==> src/rtl/calc_pkg.sv <==
// calc_pkg: key codes, keypad scanner states and row-priority helper shared by the calculator blocks
package calc_pkg;
    localparam logic [3:0] TECLA_A         = 4'hA;
    localparam logic [3:0] TECLA_B         = 4'hB;
    localparam logic [3:0] TECLA_C         = 4'hC;
    localparam logic [3:0] TECLA_D         = 4'hD;
    localparam logic [3:0] TECLA_ASTERISCO = 4'hE;
    localparam logic [3:0] TECLA_NUMERAL   = 4'hF;

    typedef enum logic [1:0] {SCAN, DEBOUNCE, EMIT, WAIT_RELEASE} estado_teclado_t;

    function automatic logic [1:0] fila_activa(input logic [3:0] filas);
        return !filas[0] ? 2'd0 : !filas[1] ? 2'd1 : !filas[2] ? 2'd2 : 2'd3;
    endfunction
endpackage

==> src/rtl/decodificador_tecla.sv <==
// decodificador_tecla: maps a keypad (column, row) position to its calculator code
module decodificador_tecla
    import calc_pkg::*;
(
    input  logic [1:0] col,
    input  logic [1:0] fila,
    output logic [3:0] codigo
);
    localparam logic [3:0] MAPA [16] = '{
        4'h1,            4'h2, 4'h3,          TECLA_A,
        4'h4,            4'h5, 4'h6,          TECLA_B,
        4'h7,            4'h8, 4'h9,          TECLA_C,
        TECLA_ASTERISCO, 4'h0, TECLA_NUMERAL, TECLA_D
    };
    assign codigo = MAPA[{fila, col}];
endmodule

==> src/rtl/teclado_scanner.sv <==
// teclado_scanner: 4x4 keypad column scanner with press/release debounce and one strobe per press
module teclado_scanner
    import calc_pkg::*;
#(
    parameter int SCAN_DIV       = 1000,
    parameter int DEBOUNCE_COUNT = 4
) (
    input  logic       clk,
    input  logic       reset,
    input  logic [3:0] filas,
    output logic [3:0] columnas,
    output logic [3:0] numero_traducido,
    output logic       tecla_valida
);
    localparam int DW = $clog2(SCAN_DIV);
    localparam int CW = $clog2(DEBOUNCE_COUNT + 1);

    estado_teclado_t estado, estado_n;
    logic [DW-1:0] div;
    logic [CW-1:0] cnt, cnt_n, cnt_inc;
    logic [1:0] col, col_n, fila, fila_n;
    logic [3:0] codigo;
    logic muestra, hay_fila, cnt_lleno;

    assign muestra   = div == DW'(SCAN_DIV - 1);
    assign hay_fila  = ~&filas;
    assign cnt_inc   = (cnt == CW'(DEBOUNCE_COUNT)) ? cnt : cnt + 1'b1;
    assign cnt_lleno = cnt_inc == CW'(DEBOUNCE_COUNT);
    assign columnas  = ~(4'b0001 << col);
    // reset gating keeps a pending EMIT from strobing in the reset cycle
    assign tecla_valida = (estado == EMIT) && !reset;

    decodificador_tecla u_decodificador (.col(col), .fila(fila_n), .codigo(codigo));

    always_comb begin
        estado_n = estado;
        cnt_n    = cnt;
        col_n    = col;
        fila_n   = fila;
        case (estado)
            SCAN: if (muestra) begin
                if (hay_fila) begin
                    fila_n   = fila_activa(filas);
                    cnt_n    = cnt_inc;
                    estado_n = cnt_lleno ? EMIT : DEBOUNCE;
                end else col_n = col + 1'b1;
            end
            DEBOUNCE: if (muestra) begin
                if (!filas[fila]) begin
                    cnt_n    = cnt_inc;
                    estado_n = cnt_lleno ? EMIT : DEBOUNCE;
                end else begin
                    estado_n = SCAN;
                    cnt_n    = '0;
                    col_n    = col + 1'b1;
                end
            end
            EMIT: begin
                estado_n = WAIT_RELEASE;
                cnt_n    = '0;
            end
            WAIT_RELEASE: if (muestra) begin
                if (hay_fila) cnt_n = '0;
                else if (cnt_lleno) begin
                    estado_n = SCAN;
                    cnt_n    = '0;
                    col_n    = col + 1'b1;
                end else cnt_n = cnt_inc;
            end
            default: estado_n = SCAN;
        endcase
    end

    always_ff @(posedge clk) begin
        if (reset) begin
            estado           <= SCAN;
            div              <= '0;
            cnt              <= '0;
            col              <= '0;
            fila             <= '0;
            numero_traducido <= '0;
        end else begin
            estado <= estado_n;
            div    <= (muestra || estado == EMIT) ? '0 : div + 1'b1;
            cnt    <= cnt_n;
            col    <= col_n;
            fila   <= fila_n;
            if (estado_n == EMIT) numero_traducido <= codigo;
        end
    end
endmodule

==> config.mk <==
export PLATFORM = sky130hd
export DESIGN_NAME = teclado_scanner
export DESIGN_NICKNAME = d
export VERILOG_FILES = /design/src/rtl/calc_pkg.sv /design/src/rtl/decodificador_tecla.sv /design/src/rtl/teclado_scanner.sv
export SDC_FILE = /design/constraint.sdc
export NUM_CORES = 1
export LEC_CHECK = 0
export ABC_AREA = 0
export BUFFER_PORTS_ARGS = -buffer_cell sky130_fd_sc_hd__buf_2
export CORE_MARGIN = 2
export CORE_UTILIZATION = 58
export DETAILED_ROUTE_END_ITERATION = 6
export HOLD_SLACK_MARGIN = 0.08
export PLACE_DENSITY = 0.78
export REMOVE_ABC_BUFFERS = 1
export SETUP_SLACK_MARGIN = 0.15
export SYNTH_ARGS = -nofsm -noshare
export SYNTH_HDL_FRONTEND = slang
export SYNTH_SLANG_ARGS = --single-unit
==> constraint.sdc <==
create_clock -name clk -period 3.01 [get_ports clk]
set_clock_uncertainty 0.2 [all_clocks]
set_input_delay 0.4515 -clock clk [delete_from_list [all_inputs] [get_ports clk]]
set_output_delay 0.4515 -clock clk [all_outputs]
set_load 0.02 [all_outputs]
* Yosys cells after proc, flatten, opt, wreduce, memory -nomap -nowiden *
Memory sizes are Yosys's and may differ from the RTL's. A register that Yosys moved wholly into a read port is not among the register bits.
Index checks and enable logic that the tools add are counted.

word-level totals
  word-level logic and storage cells = 71
  memories kept = 1
  output and inout port bits = 9
  input bits = 6
  ROM bits = 64
  register bits = 19

memory list
  memory            depth  bits a word  read ports  clocked after memory_dff  wr ports  line                       source
  (name not given)  16     4            1           1                         0         decodificador_tecla.sv:15  assign codigo = MAPA[{fila, col}];

operators by class
  bitwise gates (word level) = 2
  multiplexer cells = 34
  equality and inequality tests = 15
  reductions and logical operators = 9
  shift-type cells = 1
  order comparisons = 1
  $add $sub $neg = 3

operators with widths
  operator                                              count
  two-way mux 2 bit                                     20
  two-way mux 3 bit                                     8
  inequality test 2 bit (second input constant)         8
  case mux 3 bit (4 select lines)                       1
  adder 10 x 1 -> 10 bit (second input constant)        1
  equality test 10 bit (second input constant)          1
  case mux 2 bit (4 select lines)                       1
  AND reduction 4 bit                                   2
  AND reduction 8 bit                                   1
  equality test 2 bit (second input constant)           3
  equality test 3 bit (second input constant)           2
  case mux 2 bit (3 select lines)                       1
  NOT 4 -> 5 bit                                        1
  NOT 4 bit                                             1
  left shift 1 x 2 -> 4 bit (first input constant)      1
  adder 3 x 1 -> 3 bit (second input constant)          1
  < comparator 2 x 3 -> 1 bit (second input constant)   1
  nonzero test 3 bit                                    1
  adder 2 x 1 -> 2 bit (second input constant)          1
  binary-select mux 1 bit (select 2 bit)                1
  equality test 2 x 1 -> 1 bit (second input constant)  1
  zero test 2 bit                                       1
  two-way mux 1 bit                                     2
  OR reduction 2 bit                                    1
  other kinds (3)                                       3

* Logic depth before layout (Yosys ltp) *
  depth after elaboration = 8
  gate-level depth with buffers = 8
  gate-level depth less buffers = 7

* Modules after synthesis *
Synthesis repeated with hierarchy kept, for this count alone.

unflattened totals
  cells, all modules = 161
  area, all modules = 1425.1 µm²

modules (own cells, without submodules)
  module               area an instance (µm²)  seq. area each (µm²)  cells an instance  times used
  teclado_scanner      1252.5                  460.4                 144                1
  decodificador_tecla  172.7                   0.0                   17                 1

* Least setup slack after synthesis *
No wires, ideal clock.

  kind = flip-flop to flip-flop
  start = register cnt[0]
  end = register col[0]
  buffers on the path = 1
  path slack = 0.325 ns
  clock period less this slack = 2.685 ns
  setup time = 0.121 ns
  arrival = 2.364 ns
  data required time = 2.689 ns
  cell stages (with the launch flop) = 9
  path through = dfxtp_1 buf_2 inv_1 ha_1 or3b_1 a311oi_1 nand3_1 a211oi_1 mux2_2

between the ends
  longest elaborated chain between the ends = 5
  elaborated cells between the ends (all ways) = 6
  classes of those cells = add/sub (1); eq/ne (3); mux (1); reduce/logical (1)

RTL lines
  element                                                      line                   source
  from (decl)                                                  teclado_scanner.sv:20  logic [CW-1:0] cnt, cnt_n, cnt_inc;
  from (signal assigned)                                       teclado_scanner.sv:85  cnt <= cnt_n;
  adder 3 x 1 -> 3 bit or equality test 3 bit (tied branches)  teclado_scanner.sv:27  assign cnt_inc = (cnt == CW'(DEBOUNCE_COUNT)) ? cnt : cnt + 1'b1;
  two-way mux 3 bit *                                          teclado_scanner.sv:27
  equality test 3 bit *                                        teclado_scanner.sv:28  assign cnt_lleno = cnt_inc == CW'(DEBOUNCE_COUNT);
  inequality test 2 bit (no line) *                            n/a
  AND reduction 8 bit (no line) *                              n/a
  to (signal assigned)                                         teclado_scanner.sv:86  col <= col_n;
  to (decl)                                                    teclado_scanner.sv:21  logic [1:0] col, col_n, fila, fila_n;

Every way passes the cells marked *; elsewhere a longest branch is shown, timed or not.
A chain may end at the register's enable or synchronous reset.

* Worst setup path after layout *
Same ends and word-level chain as after synthesis.

==> metrics.txt <==
core box area=0.00243 mm²; I/O pins=15; P_leak=0.643 nW; initial core utilization=0.606; VDD IR max=0.000225 V; post-CTS setup buffer count=0; row count=18; Worst-Skew Late Latency=0.32 ns; commonest non-fill, non-tap cells in the layout=dfxtp_1, nor2_1, nand2_1; Worst Tran Pin Value=approximately 0.67 ns; Slew HR=0.541; layout cells sized above 1=0.149; Overall Global Routing Usage=0.227; Syn Inst Count=around 180; Placed Cells=221; Max Clk Rate=0.376 GHz; routed wl met3=between 100 and 150 µm; Sink Count=23; Synth Cell Area=0.00147 mm²; WL met2=roughly 1500 µm; Finished Layout Cells=225; HPWL Detailed=between 2000 and 2500 µm; CP Launch Type=register; RSZ-0062 raised after global routing=no; Max Used Layer=met4; fillers=about 240; Multi-input gate area=935 µm²; Final GP Congestion=0.806; ANT nets after route=0; slack of the worst reg-to-reg path=0.35 ns; Ant. Diodes=0; largest net degree at the start of global routing=14; crit path from=cnt[0]$_SDFFE_PP0P_; via count=roughly 1400; GRT overflow=0; Crit Path Max Fanout=10; wl on met1=~1400 µm; die extent in y=about 54 µm; Distinct cells, synth=49; status=complete, no violations; post-layout worst setup margin=0.352 ns; worst r2r src=cnt[0]$_SDFFE_PP0P_; RR Endpoint=col[0]$_SDFFE_PP0P_; Setup TNS=0 ns; die area=0.00296 mm²; pre-CTS WS=0.293 ns; Synth Flop Type=dfxtp_1; vias in the first global route=1143; drt pass-1 iters=4; max-cap check violation count=0; vias per std cell=6.03; Hold WC Path Type=in -> reg; Async SR Flop Fraction=0; H-tree Lvls=1; minimum clock period after layout=2.66 ns; port bufs=14; hold_buf cts=0; Final Setup Violations=0; Power Dens Cells=approximately 300 mW/mm²; initial antenna violation count=0; clk buf depth=2; Nets=211; Chip Width=roughly 54 µm; commonest non-fill, non-tap cell in the layout=dfxtp_1; clock buffer count from CTS=3; Worst R2R Path Depth=7; Root Buffer=clkbuf_4; DR WL/cell=13.6 µm; synth warn=0; crit path kind=reg -> reg; Worst Path Arrival=about 2.7 ns; #FFs+latches synth=23; WHS Path Cells=2; drt total wl=3070 µm; clk slew on worst S/H paths=0.14 ns; first-pass GRT wire length=4890 µm; Max Transition Viols Final=0; worst setup path endpoint=col[0]$_SDFFE_PP0P_; drt initial violations=28; sequential fraction of the synthesis area=0.312; number of flops mapped to enable cells by yosys=0; Critical Path RT=around 3.0 ns; Avg Inst Size Synth=8.23 µm²; period utilization=0.883; Fin. Hold Viols=0; Crit. End Element=register; register area=about 460 µm²; DR DRC count=0; P&R area growth vs syn=8.91%; TritonCTS clock tree=yes; Post-CTS Resized=0
[registers in the layout, indices dropped and copies added, names as in the netlist]
| signal | cells |
|---|---|
| div | 10 |
| numero_traducido | 4 |
| cnt | 3 |
| col | 2 |
| estado | 2 |
| fila | 2 |
[cell type report]
cell class                 instances  share of cell area
clock buffer                       3              0.0140
clock inverter                     1             0.00312
inverter                          12              0.0281
multi-input combinational        138               0.582
sequential                        23               0.287
tap                               30              0.0234
timing repair buffer              18              0.0624
[where the power goes]
| part | switching (mW) | leakage (nW) | internal [mW] |
|---|---|---|---|
| combinational | 0.0173 | 0.440 | 0.00929 |
| sequential | 0.00353 | 0.186 | 0.308 |
| clock | 0.100 | 0.0177 | 0.0498 |
| total | 0.121 | 0.643 | 0.367 |
[stage by stage]
| step | cell area, µm² | hold slack (ns) | utilization | total power [mW] |
|---|---|---|---|---|
| after CTS | 1600 | 0.230 | 0.658 | 0.491 |
| after detailed placement | 1570 | 0.259 | 0.647 | 0.344 |
| after global routing | 1610 | 0.244 | 0.660 | 0.502 |
| after floorplan | 1440 | 0.230 | - | 0.332 |
| final | 1610 | 0.235 | 0.660 | 0.488 |
| after global placement | 1570 | 0.251 | 0.647 | 0.343 |
[worst max-delay path, cell delays in order, from the launching register on]
cell and delay [ns]:
dfxtp_1 0.34, buf_4 0.16, ha_1 0.23, or3b_1 0.35
a311oi_1 0.42, nand3_1 0.17, a211oi_2 0.31, mux2_2 0.37
[metal layers]
metal  GRT usage  up-vias
li1            -      680
met1       0.288      644
met2       0.398       26
met3      0.0328        7
met4      0.0625        0
met5           0        -
[Yosys cell counts (2+ instances only)]
cell type	count	share of area
xor2_1	3	0.018
o21ai_0	10	0.034
a211oi_1	3	0.015
and4_1	2	0.012
and3_1	7	0.030
ha_1	9	0.076
buf_6	2	0.015
nor2_1	19	0.048
o211ai_1	3	0.015
nand2_1	16	0.041
nand4_1	3	0.013
inv_1	12	0.031
a311oi_1	2	0.012
nand3_1	8	0.027
a21oi_1	9	0.031
dfxtp_1	23	0.31
or3_1	3	0.013
a31oi_1	2	0.0085
clkbuf_1	3	0.0076
nand3b_1	2	0.010
xnor2_1	3	0.018
and3b_1	2	0.012
nand2b_1	4	0.017
mux2i_1	3	0.020
and2_1	2	0.0085
[how the worst min path moves through the flow]
stage | from | end | slack, ns
detailed placement | div[0]$_SDFF_PP0_ | div[0]$_SDFF_PP0_ | 0.26
global route | reset | estado[1]$_SDFF_PP0_ | 0.24
global placement | div[0]$_SDFF_PP0_ | div[0]$_SDFF_PP0_ | 0.25
finish | reset | cnt[1]$_SDFFE_PP0P_ | 0.23
CTS | reset | cnt[1]$_SDFFE_PP0P_ | 0.23
floorplan | div[0]$_SDFF_PP0_ | div[0]$_SDFF_PP0_ | 0.23
[cells by family (layout without fill, tap and decap cells)]
family | Yosys count | in the layout | synth area share
XOR/XNOR | 6 | 6 | 0.0357
buffers and inverters | 18 | 34 | 0.0569
flip-flops | 23 | 23 | 0.312
AO/OA/AOI/OAI | 42 | 42 | 0.192
AND/OR/NAND/NOR | 76 | 76 | 0.284
adder cells (fa/ha/maj) | 9 | 9 | 0.0764
multiplexers | 5 | 5 | 0.0433
Note: power is estimated with default switching activity, not from simulation.
